--- config.mk ---
export PLATFORM = sky130hd
export DESIGN_NAME = pdp_mem_arbiter_flat
export DESIGN_NICKNAME = d
export VERILOG_FILES = /design/src/rtl/pdp_mem_arbiter_pkg.sv /design/src/rtl/pdp_mem_arbiter_if.sv /design/src/rtl/pdp_mem_arbiter_prio.sv /design/src/rtl/pdp_mem_arbiter.sv /design/src/flat_wrapper.sv
export SDC_FILE = /design/constraint.sdc
export NUM_CORES = 1
export LEC_CHECK = 0
export BUFFER_PORTS_ARGS = -buffer_cell sky130_fd_sc_hd__buf_2
export CORE_MARGIN = 3
export CORE_UTILIZATION = 42
export DETAILED_ROUTE_END_ITERATION = 7
export GPL_ROUTABILITY_DRIVEN = 0
export PLACE_DENSITY = 0.76
export SLEW_MARGIN = 0
export SYNTH_ARGS = -nofsm -noshare
export SYNTH_HDL_FRONTEND = slang
export SYNTH_SLANG_ARGS = --single-unit
--- constraint.sdc ---
create_clock -name clk -period 1.82 [get_ports clk]
set_input_delay 0.364 -clock clk [delete_from_list [all_inputs] [get_ports clk]]
set_output_delay 0.364 -clock clk [all_outputs]
set_load 0.005 [all_outputs]
--- src/rtl/pdp_mem_arbiter_pkg.sv ---
// Shared types and widths for the PDP-8 memory-port arbiter.
package pdp_mem_arbiter_pkg;

  localparam int ADDR_WIDTH = 12;
  localparam int DATA_WIDTH = 12;
  localparam int LAT_W      = 3;
  localparam int STARVE_W   = 4;

  typedef enum logic [1:0] {
    ARB_IDLE,
    ARB_ISSUE,
    ARB_WAIT,
    ARB_RESP
  } arb_state_e;

  typedef enum logic [1:0] {
    SRC_NONE,
    SRC_IFU,
    SRC_EXRD,
    SRC_EXWR
  } arb_src_e;

  function automatic logic [STARVE_W-1:0] sat_inc(input logic [STARVE_W-1:0] v,
                                                   input logic [STARVE_W-1:0] lim);
    return (v >= lim) ? lim : v + STARVE_W'(1);
  endfunction

endpackage

--- src/rtl/pdp_mem_arbiter_if.sv ---
// Requester ports (IFU read, execute read/write) and the single memory port.
interface pdp_mem_arbiter_if;
  import pdp_mem_arbiter_pkg::*;

  logic                  ifu_rd_req;
  logic [ADDR_WIDTH-1:0] ifu_rd_addr;
  logic [DATA_WIDTH-1:0] ifu_rd_data;
  logic                  ifu_rd_ack;
  logic                  exec_rd_req;
  logic [ADDR_WIDTH-1:0] exec_rd_addr;
  logic [DATA_WIDTH-1:0] exec_rd_data;
  logic                  exec_rd_ack;
  logic                  exec_wr_req;
  logic [ADDR_WIDTH-1:0] exec_wr_addr;
  logic [DATA_WIDTH-1:0] exec_wr_data;
  logic                  exec_wr_ack;
  logic                  mem_req;
  logic                  mem_we;
  logic [ADDR_WIDTH-1:0] mem_addr;
  logic [DATA_WIDTH-1:0] mem_wdata;
  logic [DATA_WIDTH-1:0] mem_rdata;
  logic                  arb_busy;

  modport slave (
    input  ifu_rd_req, ifu_rd_addr, exec_rd_req, exec_rd_addr,
           exec_wr_req, exec_wr_addr, exec_wr_data, mem_rdata,
    output ifu_rd_data, ifu_rd_ack, exec_rd_data, exec_rd_ack, exec_wr_ack,
           mem_req, mem_we, mem_addr, mem_wdata, arb_busy
  );

  modport master (
    output ifu_rd_req, ifu_rd_addr, exec_rd_req, exec_rd_addr,
           exec_wr_req, exec_wr_addr, exec_wr_data, mem_rdata,
    input  ifu_rd_data, ifu_rd_ack, exec_rd_data, exec_rd_ack, exec_wr_ack,
           mem_req, mem_we, mem_addr, mem_wdata, arb_busy
  );

endinterface

--- src/rtl/pdp_mem_arbiter_prio.sv ---
// Combinational winner select: exec_wr > exec_rd > ifu_rd, unless the IFU is starved.
module pdp_arb_prio
  import pdp_mem_arbiter_pkg::*;
(
  input  logic     i_ifu_req,
  input  logic     i_exrd_req,
  input  logic     i_exwr_req,
  input  logic     i_starve_ovr,
  output arb_src_e o_src
);

  always_comb begin
    o_src = SRC_NONE;
    if (i_starve_ovr && i_ifu_req) begin
      o_src = SRC_IFU;
    end else if (i_exwr_req) begin
      o_src = SRC_EXWR;
    end else if (i_exrd_req) begin
      o_src = SRC_EXRD;
    end else if (i_ifu_req) begin
      o_src = SRC_IFU;
    end
  end

endmodule

--- src/rtl/pdp_mem_arbiter.sv ---
// Shares one PDP-8 memory port between instruction fetch and the execute unit's
// read and write ports: one access at a time, fixed latency, one-cycle ack.
module pdp_mem_arbiter
  import pdp_mem_arbiter_pkg::*;
#(
  parameter int MEM_LAT      = 1,
  parameter int STARVE_LIMIT = 4
) (
  input  logic                clk,
  input  logic                reset_n,
  pdp_mem_arbiter_if.slave    bus,
  output arb_state_e          o_dbg_state,
  output arb_src_e            o_dbg_src,
  output logic [STARVE_W-1:0] o_dbg_starve_cnt
);

  localparam logic [LAT_W-1:0]    LAT_LOAD   = LAT_W'(MEM_LAT);
  localparam logic [STARVE_W-1:0] STARVE_MAX = STARVE_W'(STARVE_LIMIT);

  // Handshake: a requester holds req/addr/wdata until it samples its ack and drops
  // req on that same edge; requests are only sampled in ARB_IDLE, so a req still
  // high in the cycle after its ack is simply a new request.

  arb_state_e            r_state;
  arb_state_e            w_next_state;
  arb_src_e              r_src;
  arb_src_e              w_win;
  logic [LAT_W-1:0]      r_lat_cnt;
  logic [STARVE_W-1:0]   r_starve_cnt;
  logic [ADDR_WIDTH-1:0] r_mem_addr;
  logic [DATA_WIDTH-1:0] r_mem_wdata;
  logic [DATA_WIDTH-1:0] r_ifu_rd_data;
  logic [DATA_WIDTH-1:0] r_exec_rd_data;
  logic [ADDR_WIDTH-1:0] w_win_addr;
  logic                  w_starve_ovr;
  logic                  w_grant;
  logic                  w_mem_req;
  logic                  w_mem_we;
  logic                  w_ifu_ack;
  logic                  w_exrd_ack;
  logic                  w_exwr_ack;
  logic                  w_busy;

  assign w_starve_ovr = (r_starve_cnt == STARVE_MAX);

  pdp_arb_prio u_prio (
    .i_ifu_req   (bus.ifu_rd_req),
    .i_exrd_req  (bus.exec_rd_req),
    .i_exwr_req  (bus.exec_wr_req),
    .i_starve_ovr(w_starve_ovr),
    .o_src       (w_win)
  );

  assign w_grant = (r_state == ARB_IDLE) && (w_win != SRC_NONE);

  always_comb begin
    w_win_addr = bus.ifu_rd_addr;
    case (w_win)
      SRC_EXRD: w_win_addr = bus.exec_rd_addr;
      SRC_EXWR: w_win_addr = bus.exec_wr_addr;
      default:  w_win_addr = bus.ifu_rd_addr;
    endcase
  end

  always_ff @(posedge clk or negedge reset_n) begin
    if (!reset_n) begin
      r_state <= ARB_IDLE;
    end else begin
      r_state <= w_next_state;
    end
  end

  always_comb begin
    w_next_state = r_state;
    w_mem_req    = 1'b0;
    w_mem_we     = 1'b0;
    w_ifu_ack    = 1'b0;
    w_exrd_ack   = 1'b0;
    w_exwr_ack   = 1'b0;
    w_busy       = (r_state != ARB_IDLE);
    case (r_state)
      ARB_IDLE: begin
        if (w_grant) w_next_state = ARB_ISSUE;
      end
      ARB_ISSUE: begin
        w_mem_req    = 1'b1;
        w_mem_we     = (r_src == SRC_EXWR);
        w_next_state = ARB_WAIT;
      end
      ARB_WAIT: begin
        if (r_lat_cnt == LAT_W'(1)) w_next_state = ARB_RESP;
      end
      ARB_RESP: begin
        w_ifu_ack    = (r_src == SRC_IFU);
        w_exrd_ack   = (r_src == SRC_EXRD);
        w_exwr_ack   = (r_src == SRC_EXWR);
        w_next_state = ARB_IDLE;
      end
      default: w_next_state = ARB_IDLE;
    endcase
  end

  always_ff @(posedge clk or negedge reset_n) begin
    if (!reset_n) begin
      r_src          <= SRC_NONE;
      r_lat_cnt      <= '0;
      r_starve_cnt   <= '0;
      r_mem_addr     <= '0;
      r_mem_wdata    <= '0;
      r_ifu_rd_data  <= '0;
      r_exec_rd_data <= '0;
    end else begin
      case (r_state)
        ARB_IDLE: begin
          if (w_grant) begin
            r_src      <= w_win;
            r_mem_addr <= w_win_addr;
            if (w_win == SRC_EXWR) r_mem_wdata <= bus.exec_wr_data;
          end
          // Starvation only counts arbitrations the IFU actually took part in.
          if (bus.ifu_rd_req) begin
            r_starve_cnt <= (w_win == SRC_IFU) ? '0 : sat_inc(r_starve_cnt, STARVE_MAX);
          end
        end
        ARB_ISSUE: r_lat_cnt <= LAT_LOAD;
        ARB_WAIT: begin
          r_lat_cnt <= r_lat_cnt - LAT_W'(1);
          // Capture straight into the per-port register so data is valid with the ack.
          if (r_lat_cnt == LAT_W'(1)) begin
            if (r_src == SRC_IFU)  r_ifu_rd_data  <= bus.mem_rdata;
            if (r_src == SRC_EXRD) r_exec_rd_data <= bus.mem_rdata;
          end
        end
        ARB_RESP: r_src <= SRC_NONE;
        default:  r_src <= SRC_NONE;
      endcase
    end
  end

  assign bus.mem_req      = w_mem_req;
  assign bus.mem_we       = w_mem_we;
  assign bus.mem_addr     = r_mem_addr;
  assign bus.mem_wdata    = r_mem_wdata;
  assign bus.ifu_rd_ack   = w_ifu_ack;
  assign bus.exec_rd_ack  = w_exrd_ack;
  assign bus.exec_wr_ack  = w_exwr_ack;
  assign bus.ifu_rd_data  = r_ifu_rd_data;
  assign bus.exec_rd_data = r_exec_rd_data;
  assign bus.arb_busy     = w_busy;

  assign o_dbg_state      = r_state;
  assign o_dbg_src        = r_src;
  assign o_dbg_starve_cnt = r_starve_cnt;

endmodule

--- src/flat_wrapper.sv ---
// flat-port wrapper written by rule: the top's interface ports become plain ports
module pdp_mem_arbiter_flat import pdp_mem_arbiter_pkg::*;
#(
  parameter int MEM_LAT      = 1,
  parameter int STARVE_LIMIT = 4
)
  (clk, reset_n, o_dbg_state, o_dbg_src, o_dbg_starve_cnt, bus_ifu_rd_req, bus_ifu_rd_addr, bus_exec_rd_req, bus_exec_rd_addr, bus_exec_wr_req, bus_exec_wr_addr, bus_exec_wr_data, bus_mem_rdata, bus_ifu_rd_data, bus_ifu_rd_ack, bus_exec_rd_data, bus_exec_rd_ack, bus_exec_wr_ack, bus_mem_req, bus_mem_we, bus_mem_addr, bus_mem_wdata, bus_arb_busy);
  pdp_mem_arbiter_if bus_i ();
  input  logic clk;
  input  logic reset_n;
  output arb_state_e o_dbg_state;
  output arb_src_e o_dbg_src;
  output logic [STARVE_W-1:0] o_dbg_starve_cnt;
  input wire logic [$bits(bus_i.ifu_rd_req)-1:0] bus_ifu_rd_req;
  input wire logic [$bits(bus_i.ifu_rd_addr)-1:0] bus_ifu_rd_addr;
  input wire logic [$bits(bus_i.exec_rd_req)-1:0] bus_exec_rd_req;
  input wire logic [$bits(bus_i.exec_rd_addr)-1:0] bus_exec_rd_addr;
  input wire logic [$bits(bus_i.exec_wr_req)-1:0] bus_exec_wr_req;
  input wire logic [$bits(bus_i.exec_wr_addr)-1:0] bus_exec_wr_addr;
  input wire logic [$bits(bus_i.exec_wr_data)-1:0] bus_exec_wr_data;
  input wire logic [$bits(bus_i.mem_rdata)-1:0] bus_mem_rdata;
  output wire logic [$bits(bus_i.ifu_rd_data)-1:0] bus_ifu_rd_data;
  output wire logic [$bits(bus_i.ifu_rd_ack)-1:0] bus_ifu_rd_ack;
  output wire logic [$bits(bus_i.exec_rd_data)-1:0] bus_exec_rd_data;
  output wire logic [$bits(bus_i.exec_rd_ack)-1:0] bus_exec_rd_ack;
  output wire logic [$bits(bus_i.exec_wr_ack)-1:0] bus_exec_wr_ack;
  output wire logic [$bits(bus_i.mem_req)-1:0] bus_mem_req;
  output wire logic [$bits(bus_i.mem_we)-1:0] bus_mem_we;
  output wire logic [$bits(bus_i.mem_addr)-1:0] bus_mem_addr;
  output wire logic [$bits(bus_i.mem_wdata)-1:0] bus_mem_wdata;
  output wire logic [$bits(bus_i.arb_busy)-1:0] bus_arb_busy;
  assign bus_i.ifu_rd_req = bus_ifu_rd_req;
  assign bus_i.ifu_rd_addr = bus_ifu_rd_addr;
  assign bus_i.exec_rd_req = bus_exec_rd_req;
  assign bus_i.exec_rd_addr = bus_exec_rd_addr;
  assign bus_i.exec_wr_req = bus_exec_wr_req;
  assign bus_i.exec_wr_addr = bus_exec_wr_addr;
  assign bus_i.exec_wr_data = bus_exec_wr_data;
  assign bus_i.mem_rdata = bus_mem_rdata;
  assign bus_ifu_rd_data = bus_i.ifu_rd_data;
  assign bus_ifu_rd_ack = bus_i.ifu_rd_ack;
  assign bus_exec_rd_data = bus_i.exec_rd_data;
  assign bus_exec_rd_ack = bus_i.exec_rd_ack;
  assign bus_exec_wr_ack = bus_i.exec_wr_ack;
  assign bus_mem_req = bus_i.mem_req;
  assign bus_mem_we = bus_i.mem_we;
  assign bus_mem_addr = bus_i.mem_addr;
  assign bus_mem_wdata = bus_i.mem_wdata;
  assign bus_arb_busy = bus_i.arb_busy;
  pdp_mem_arbiter #(.MEM_LAT(MEM_LAT), .STARVE_LIMIT(STARVE_LIMIT)) u_core (.clk(clk), .reset_n(reset_n), .bus(bus_i), .o_dbg_state(o_dbg_state), .o_dbg_src(o_dbg_src), .o_dbg_starve_cnt(o_dbg_starve_cnt));
endmodule
==> metrics.md, run 1 <==
| Metric | Value |
|---|---|
| Layout cells sized above 1 | 0.5738 |
| Total global routing overflow | 0 |
| Post-route cell area | 3791 um^2 |
| Setup violations, final | 0 |
| Num CTS Buffers | 9 |
| I/O Pins | 127 |
| Most frequent cells in the layout | buf_2 (126), dfrtp_1 (59), mux2_2 (36), nand2_1 (22), a22oi_1 (13) |
| Post-DP Area | around 3500 um^2 |
| Synth-to-layout area growth | 37.17% |
| Synth area leaders | dfrtp_1 (53%), mux2_2 (15%), a2bb2oi_2 (4.9%), ha_1 (3.6%), a22oi_1 (3.5%) |
| Period utilization | 0.9657 |
| Clock root cell | clkbuf_8 |
| Headroom to the max-slew limit | 0.4778 |
| Synth Instances | 222 |
| Startpoint Class | register |
| Critical Path RT | 1460 ps |
| Worst Tran Pin Value | 781.8 ps |
| Largest net degree at the start of global routing | 60 |
| DRC violations left | 0 |
| WP data arrival | 1390 ps |
| Hold Path Class | input pin to async pin |
| Clock period minus worst slack | 1758 ps |
| DRT iter0 DRCs | 72 |
| Vias in the first global route | 2277 |
| Post-DP HPWL | 4756 um |
| Largest area contributor in the netlist | dfrtp_1 |
| Detail Route Antenna Nets | 0 |
| VDD IR-drop max | 0.0009611 V |
| First-pass GRT wire length | 10390 um |
| Critical path's top delay family | flip-flops |
| Total power | 6.258 mW |
| DR vias | 2220 |
| Clock Pin Slew Worst Setup and Hold Paths | approximately 70 ps |
| Largest stage delay, worst path | 420 ps |
| Synth warnings | 0 |
| Initial antenna violation count | 0 |
| Clock Tree Buf Depth | 2 |
| Multi-input logic area | roughly 1200 um^2 |
| Clock Skew | between 7 and 8 ps |
| Final-report hold violation count | 0 |
| I/O Buffers | 126 |
| Die area | 7590 um^2 |
| WL per Instance | 14.94 um |
| FF+latch area | around 1500 um^2 |
| Die height | 87.12 um |
| GRT Total Usage | 0.1767 |
| Clk_lat worst skew | 330 ps |
| Site row count | 28 |
| Slew Limit Fails | 0 |
| Asr flop ratio synth | 1.000 |
| Synth cell types | 34 |
| Share of the synthesized area in the top cell type | 0.5342 |
| Clk sinks | between 50 and 60 |
| FILL cells | 508 |
| Register area share after synthesis | 0.5342 |
| Vias/cell | 5.034 |
| Crit Path Max Fanout | 4 |
| Mapped Avg Cell Area | between 10 and 15 um^2 |
| Achievable clock frequency | 0.5690 GHz |
| CP endpoint kind | primary output |
| Die extent in x | slightly below 90 um |
| Final nets | 434 |
| Mapped cell area | 2764 um^2 |
| CP max stage cell | dfrtp_1 |
| CP bufs+invs | 2 |
| Power Density | between 1500 and 2000 nW/um^2 |
| Max Cap Viol | 0 |
| Crit Path Class | register to primary output |
| Initial Util | 0.4508 |
| Critical path, cell by cell | buf_4 > ha_1 > and3_1 > buf_2 |
| Dominant synthesized flop cell | dfrtp_1 |
| Syn Nets | 295 |
| H-tree Lvls | 3 |
| TritonCTS clock tree | built |
| Outcome | complete, no violations |
| Cell leakage power | 1.923 nW |
| DRT Wirelength | between 6000 and 7000 um |
| Seq cells post-synth | 59 |
| Number of flops mapped to enable cells by yosys | 0 |
| Hold buffers post-CTS | 0 |
| Detailed Routing Iterations Pass 1 | 4 |
| Antenna cells | 0 |
| Core area | ~6100 um^2 |
| Most common cell after layout, fill and taps aside | buf_2 |
[final timing paths]
kind | slack [ps] | depth (start not counted) | endpoint | startpoint
max | 60 | 4 | bus_mem_we | u_core.o_dbg_state[0]
min | 7 | 2 | u_core.o_dbg_starve_cnt[0] | reset_n
max reg2reg | 80 | 6 | u_core.bus.exec_rd_data[6] | u_core.o_dbg_state[0]
min reg2reg | 480 | 2 | u_core.bus.mem_addr[5] | u_core.bus.mem_addr[5]
max in group asynchronous | 1530 | 2 | u_core.bus.mem_addr[11] | reset_n
min in group clk | 260 | 2 | u_core.bus.mem_wdata[3] | bus_exec_wr_data[3]
[Yosys cell counts (all sizes together) (3+ instances only)]
master   number
dfrtp        59
mux2         37
nand2        22
o21ai        19
a22oi        13
a2bb2oi      13
buf          10
ha            8
inv           8
nor2          7
and3          3
[where the power goes]
| part | leakage, nW | switching (mW) | internal, mW |
|---|---|---|---|
| combinational | 1.08 | 1.12 | 1.39 |
| clock | 0.123 | 0.515 | 0.943 |
| sequential | 0.723 | 0.354 | 1.93 |
[layer usage]
layer | global-route usage | up-vias | part of all wire
li1 | - | 1072 | -
met1 | 0.2077 | 1078 | 0.40
met2 | 0.2981 | 58 | 0.54
met3 | 0.03500 | 12 | 0.042
met4 | 0.1046 | 0 | 0.021
met5 | 0 | - | 0
[worst register-to-register path: stages, from the launching register on]
cell	delay, ps
dfrtp_1	420
inv_2	100
ha_1	190
nand3_2	100
nor3b_2	270
buf_4	210
mux2_1	340
[sequential cells by signal, summed over array words and instances (netlist names)]
name / cells
u_core.bus.mem_wdata: 12
u_core.o_dbg_src: 2
u_core.o_dbg_state: 2
u_core.bus.exec_rd_data: 12
u_core.bus.ifu_rd_data: 12
u_core.r_lat_cnt: 3
u_core.bus.mem_addr: 12
u_core.o_dbg_starve_cnt: 4
[cells by family after synthesis]
family                     after synthesis  share of synthesized area
DFF                                     59                     0.5342
buffers and inverters                   20                    0.04436
AOI/OAI and AO/OA                       51                     0.1458
muxes                                   37                     0.1507
and+or+nand+nor                         47                    0.08873
adders and majority gates                8                    0.03622
[metrics by stage]
stage	hold slack [ps]	cells	setup TNS, ps	utilization	setup slack, ps
global placement	388.4	421	0	0.5702	113.4
floorplan	68.41	222	0	-	56.00
finish	7.020	441	0	0.6184	62.45
CTS	20.95	439	0	0.6124	13.67
global route	27.72	441	-61.85	0.6184	-14.92
detailed placement	390.7	421	0	0.5702	29.93
[layout make-up]
cell class | count | area share
Clock buffer | 11 | 0.03729
Clock inverter | 5 | 0.02640
Inverter | 8 | 0.007921
Multi-Input combinational cell | 143 | 0.3125
Sequential cell | 59 | 0.3894
Tap cell | 75 | 0.02475
Timing Repair Buffer | 140 | 0.2016
[repair_timing]
action / CTS / global route
resized for setup: 1 / 8
setup buffers: 2 / 1
endpoints found under the setup margin: 1 / 17
gates cloned: 0 / 1
(Power assumes the default switching activity.)
==> run 2: changes to the inputs <==
Settings changed: RECOVER_POWER set to 25.
==> run 2 against run 1 <==
Effect of this change:
- fmax rose by 0.11%
- utilization is 0.24 points lower
- total power barely moved
- first-iteration DRC count grew 22%
- clock skew barely moved
- sequential power about the same
- flip-flop and latch count unchanged
- global-route usage stayed put
- setup slack improved by 1.9 ps
- via count increased by 0.32%
- highest routed layer unchanged
==> metrics.md, run 2 (same netlist as run 1, synthesis figures left out) <==
| Metric | Value |
|---|---|
| Vias/cell | 5.050 (was 5.034) |
| Die height | 87.12 um (unchanged) |
| Critical Path RT | 1460 ps (about the same) |
| Die area | 7590 um^2 (unchanged) |
| DRT iter0 DRCs | 88 (was 72) |
| Num CTS Buffers | 9 (unchanged) |
| Clk_lat worst skew | 330 ps (about the same) |
| Total global routing overflow | 0 (unchanged) |
| Placed cell count | 421 (unchanged) |
| DRC violations left | 0 (unchanged) |
| Startpoint Class | register (unchanged) |
| Post-DP HPWL | 4756 um (unchanged) |
| Final Instance Count excl. Fillers | 441 (unchanged) |
| H-tree Lvls | 3 (unchanged) |
| Max Cap Viol | 0 (unchanged) |
| Achievable clock frequency | 0.5696 GHz (was 0.5690 GHz) |
| CP endpoint kind | primary output (unchanged) |
| Initial antenna violation count | 0 (unchanged) |
| DR vias | 2227 (was 2220) |
| Worst setup margin | 64.36 ps (was 62.45 ps) |
| Synth-to-layout area growth | 36.62% (was 37.17%) |
| Total power | 6.254 mW (was 6.258 mW) |
| Crit Path Class | register to primary output (unchanged) |
| Critical path, cell by cell | buf_4 > ha_1 > and3_1 > buf_2 (unchanged) |
| Final-report hold violation count | 0 (unchanged) |
| Largest net degree at the start of global routing | 60 (unchanged) |
| Layout cells sized above 1 | 0.5738 (unchanged) |
| Core area | 6131 um^2 (unchanged) |
| Detailed Routing Iterations Pass 1 | 4 (unchanged) |
| I/O Buffers | 126 (unchanged) |
| Hold Path Class | input pin to register (was input pin to async pin) |
| Clock period minus worst slack | 1756 ps (was 1758 ps) |
| Largest stage delay, worst path | 420 ps (about the same) |
| Initial Util | 0.4508 (unchanged) |
| Crit Path Max Fanout | 4 (unchanged) |
| Post-DP Area | 3496 um^2 (unchanged) |
| Clk sinks | 59 (unchanged) |
| Detail Route Antenna Nets | 0 (unchanged) |
| Clock root cell | clkbuf_8 (unchanged) |
| Period utilization | 0.9646 (was 0.9657) |
| I/O Pins | 127 (unchanged) |
| Most frequent cells in the layout | buf_2 (126), dfrtp_1 (59), mux2_2 (36), nand2_1 (22), a22oi_1 (13) (unchanged) |
| Headroom to the max-slew limit | 0.04140 (was 0.4778) |
| VDD IR-drop max | 0.0009609 V (was 0.0009611 V) |
| DRT Wirelength | 6578 um (was 6587 um) |
| Die extent in x | 87.12 um (unchanged) |
| Setup TNS | 0 ps (unchanged) |
| Outcome | complete, no violations (unchanged) |
| CP max stage cell | dfrtp_1 (unchanged) |
| Antenna cells | 0 (unchanged) |
| Cell leakage power | 1.917 nW (was 1.923 nW) |
| GRT Total Usage | 0.1767 (unchanged) |
| Setup violations, final | 0 (unchanged) |
| Slew Limit Fails | 0 (unchanged) |
| Final nets | 434 (unchanged) |
| Clock Tree Buf Depth | 2 (unchanged) |
| WP data arrival | 1390 ps (about the same) |
| Clock Skew | 6.788 ps (was 7.186 ps) |
| TritonCTS clock tree | built (unchanged) |
| FILL cells | 510 (was 508) |
| WL per Instance | 14.92 um (was 14.94 um) |
| Post-route cell area | 3776 um^2 (was 3791 um^2) |
| Most common cell after layout, fill and taps aside | buf_2 (unchanged) |
| Worst Tran Pin Value | 1438 ps (was 781.8 ps) |
| Clock Pin Slew Worst Setup and Hold Paths | 70 ps (about the same) |
| R2R Setup Slk | 80 ps (about the same) |
| Site row count | 28 (unchanged) |
| Power Density | 1656 nW/um^2 (was 1651 nW/um^2) |
| Vias in the first global route | 2277 (unchanged) |
| DP Worst Slack | 29.93 ps (unchanged) |
| First-pass GRT wire length | 10390 um (unchanged) |
[run 2: changes by cell type in the layout (fill, tap and decap cells not counted)]
cell,before,now
clkbuf_2,0,1
buf_12,2,1
[run 2: power by group]
group	switching [mW]	total (mW)	internal, mW
Sequential	0.355	2.29	1.93
Clock	0.515	1.46	0.943
Combinational	1.12	2.51	1.39
Total	1.99	6.25	4.27
[run 2: critical path, delay by kind of cell, from the launching register on]
| kind | cells | cell delay, ps |
|---|---|---|
| buffers and inverters | 2 | 280 |
| AND/OR/NAND/NOR | 1 | 170 |
| flip-flops | 1 | 420 |
| adder cells (fa/ha/maj) | 1 | 200 |
[run 2: area by class of cell]
type                            instances  area, um^2  share of cell area
Timing Repair Buffer                  140       749.5              0.1985
Clock buffer                           11       141.4             0.03744
Tap cell                               75       93.84             0.02485
Multi-Input combinational cell        143        1185              0.3138
Sequential cell                        59        1476              0.3910
Inverter                                8       30.03            0.007952
Clock inverter                          5       100.1             0.02651
[run 2: layer usage]
metal | GRT usage | up-vias | wire length, um | share of wire
met1 | 0.2077 | 1085 | 2596 | 0.39
met3 | 0.03500 | 12 | 286 | 0.043
met2 | 0.2981 | 59 | 3556 | 0.54
met4 | 0.1046 | 0 | 139 | 0.021
met5 | 0 | - | 0 | 0
li1 | - | 1071 | - | -
[run 2: worst paths after layout]
check                                        from                          to  cells past startpoint
max                         u_core.o_dbg_state[0]                  bus_mem_we                      4
min                           bus_exec_wr_data[3]     u_core.bus.mem_wdata[3]                      2
max reg2reg                 u_core.o_dbg_state[0]  u_core.bus.exec_rd_data[6]                      6
min reg2reg                u_core.bus.mem_addr[5]      u_core.bus.mem_addr[5]                      2
max in group asynchronous                 reset_n     u_core.bus.mem_addr[11]                      2
min in group asynchronous                 reset_n  u_core.o_dbg_starve_cnt[0]                      2
[run 2: metrics by stage]
stage	hold slack [ps]	utilization
floorplan	68.41	-
global placement	388.4	0.5702
detailed placement	390.7	0.5702
CTS	20.95	0.6124
global route	246.3	0.6159
finish	261.0	0.6159
[run 2: what timing repair did]
| item | in CTS | in global routing |
|---|---|---|
| setup endpoints to repair | 1 | 17 |
| setup buffers | 2 | 1 |
| gates cloned | 0 | 1 |
| hold buffers | 0 | 0 |
| resized for setup | 1 | 8 |
==> run 3: changes to the inputs <==
Settings changed: CORE_UTILIZATION 42 to 40, PLACE_DENSITY 0.76 to 0.73.
==> run 3 against run 2 <==
Effect of this change:
- sequential share of layout area rose by 0.065 points
- flip-flop and latch count did not move
- setup slack improved by 16 ps
- die area rose by 4.7%
- first-iteration DRC count fell by 30%
- global-route usage fell by 1.6 points
==> metrics.md, run 3 (same netlist as run 1, synthesis figures left out) <==
| Metric | Value |
|---|---|
| Post-route cell area | 3770 um^2 (was 3776 um^2) |
| Final Util | 0.5772 (was 0.6159) |
| Clock Pin Slew Worst Setup and Hold Paths | 70 ps (about the same) |
| Clk pwr share | 0.216 (was 0.233) |
| Power Density | 1604 nW/um^2 (was 1656 nW/um^2) |
| Hold Path Class | input pin to register (unchanged) |
| Final nets | 434 (unchanged) |
| DRT Wirelength | 6431 um (was 6578 um) |
| Largest net degree at the start of global routing | 31 (was 60) |
| Internal power | 4.080 mW (was 4.265 mW) |
| Comb pwr share | 0.406 (was 0.401) |
| RSZ-0062 raised after global routing | true |
| FF-to-FF path depth | 6 (unchanged) |
| I/O Pins | 127 (unchanged) |
| DRT iter0 DRCs | 62 (was 88) |
| Vias/cell | 4.914 (was 5.050) |
| Final Hold Slack | 258.7 ps (was 261.0 ps) |
| Die extent in x | 89.13 um (was 87.12 um) |
| Crit Path Class | register to primary output (unchanged) |
| DRC violations left | 0 (unchanged) |
| Hold buffers post-CTS | 0 (unchanged) |
| Num CTS Buffers | 9 (unchanged) |
| Clock Skew | 8.398 ps (was 6.788 ps) |
| I/O Buffers | 126 (unchanged) |
| Clock period minus worst slack | 1740 ps (was 1756 ps) |
| Post-DP HPWL | 5008 um (was 4756 um) |
| Period utilization | 0.9558 (was 0.9646) |
| Post-DP Area | 3526 um^2 (was 3496 um^2) |
| Headroom to the max-slew limit | 0.1544 (was 0.04140) |
| Site row count | 29 (was 28) |
| Synth-to-layout area growth | 36.40% (was 36.62%) |
| Worst setup margin | 80.36 ps (was 64.36 ps) |
| Clock Tree Buf Depth | 2 (unchanged) |
| FILL cells | 565 (was 510) |
| Clk sinks | 59 (unchanged) |
| GRT Total Usage | 0.1607 (was 0.1767) |
| Layout cells sized above 1 | 0.5628 (was 0.5738) |
| Most common cell after layout, fill and taps aside | buf_2 (unchanged) |
| Clock root cell | clkbuf_8 (unchanged) |
| Startpoint Class | register (unchanged) |
| Die height | 89.13 um (was 87.12 um) |
| Hold Crit Endpoint | u_core.bus.exec_rd_data[6] (was u_core.bus.mem_wdata[3]) |
| NetSw | 1.966 mW (was 1.989 mW) |
| Initial Util | 0.4232 (was 0.4508) |
| Cell leakage power | 1.903 nW (was 1.917 nW) |
| Sw Share | 0.3252 (was 0.3180) |
| Worst Tran Pin Value | 1268 ps (was 1438 ps) |
| Sequential share of power | 0.378 (was 0.366) |
| Setup TNS | 0 ps (unchanged) |
| Critical R2R Launch | u_core.o_dbg_starve_cnt[1] (was u_core.o_dbg_state[0]) |
| Antenna cells | 0 (unchanged) |
| Die area | 7943 um^2 (was 7590 um^2) |
| R2R Setup Slk | 110 ps (was 80 ps) |
| FF-to-FF End | u_core.bus.mem_wdata[3] (was u_core.bus.exec_rd_data[6]) |
| Slew Limit Fails | 0 (unchanged) |
| Final-report hold violation count | 0 (unchanged) |
| Hold_sp | bus_mem_rdata[6] (was bus_exec_wr_data[3]) |
| Vias in the first global route | 2095 (was 2277) |
| DP Worst Slack | 93.10 ps (was 29.93 ps) |
| Initial antenna violation count | 0 (unchanged) |
| Total global routing overflow | 0 (unchanged) |
| Achievable clock frequency | 0.5748 GHz (was 0.5696 GHz) |
| First-pass GRT wire length | 9735 um (was 10390 um) |
| Detail Route Antenna Nets | 0 (unchanged) |
| Core area | 6531 um^2 (was 6131 um^2) |
| Detailed Routing Iterations Pass 1 | 4 (unchanged) |
| Max Cap Viol | 0 (unchanged) |
| Hold Path Depth | 2 (unchanged) |
| Outcome | complete, no violations (unchanged) |
| Clk_lat worst skew | 330 ps (about the same) |
| Most frequent cells in the layout | buf_2 (125), dfrtp_1 (59), mux2_2 (36), nand2_1 (22), a22oi_1 (13) (was buf_2 (126), dfrtp_1 (59), mux2_2 (36), nand2_1 (22), a22oi_1 (13)) |
| TritonCTS clock tree | built (unchanged) |
| H-tree Lvls | 3 (unchanged) |
| Critical Path RT | 1460 ps (about the same) |
| WL per Instance | 14.52 um (was 14.92 um) |
| VDD IR-drop max | 0.0005344 V (was 0.0009609 V) |
| CP endpoint kind | primary output (unchanged) |
| Crit Path Max Fanout | 6 (was 4) |
| DR vias | 2177 (was 2227) |
| WP data arrival | 1380 ps (was 1390 ps) |
| Setup violations, final | 0 (unchanged) |
## run 3: changes by cell type in the layout (fill, tap and decap cells not counted), sizes merged
cell / before / now
bufinv: 3 / 2
clkbuf: 12 / 11
clkinv: 2 / 3
clkinvlp: 0 / 1
## run 3: repair_timing
item                       in CTS  in global routing
pin swaps                       0                  0
setup endpoints to repair       1                  1
gates resized for setup         1                  2
buffers inserted                2                  0
## run 3: how the worst max path moves through the flow
stage	from	end	slack, ps	cells past startpoint
final	u_core.o_dbg_state[0]	bus_exec_rd_ack	80	3
after global routing	u_core.o_dbg_state[0]	bus_arb_busy	-5	5
after CTS	u_core.o_dbg_state[0]	bus_arb_busy	20	5
after detailed placement	bus_exec_rd_req	u_core.bus.mem_addr[0]	90	5
after global placement	u_core.o_dbg_state[1]	u_core.o_dbg_starve_cnt[0]	140	5
after floorplan	u_core.o_dbg_state[0]	u_core.bus.exec_rd_data[10]	60	6
## run 3: routing by layer
| metal | up-vias | wire, um | track usage |
|---|---|---|---|
| li1 | 1073 | - | - |
| met1 | 1012 | 2910 | 0.2072 |
| met2 | 81 | 2932 | 0.2539 |
| met3 | 11 | 480 | 0.05346 |
| met4 | 0 | 108 | 0.05548 |
| met5 | - | 0 | 0 |
## run 3: power by group through the flow
stage	clock network (mW)	registers (mW)	logic (mW)
floorplan	0	2.35	1.30
global placement	0	2.29	2.35
finish	1.31	2.29	2.45
CTS	1.34	2.29	2.46
global route	1.41	2.37	2.76
detailed placement	0	2.32	2.41
## run 3: stage by stage
stage	total power, mW	instances
after floorplan	3.649	222
after global placement	4.643	425
after detailed placement	4.732	425
after CTS	6.095	443
after global routing	6.539	443
final	6.047	443
## run 3: cell type report
cell class,count,area [um^2],area share
clock inverter,6,90.09,0.02390
sequential,59,1476,0.3916
timing repair buffer,140,772.0,0.2048
inverter,8,30.03,0.007965
tap,77,96.34,0.02556
clock buffer,10,127.6,0.03385
multi-input combinational,143,1177,0.3123
## run 3: critical path, cell delays in order (launching register included)
cell,delay (ps)
dfrtp_1,430
ha_1,300
and3b_1,200
buf_2,120
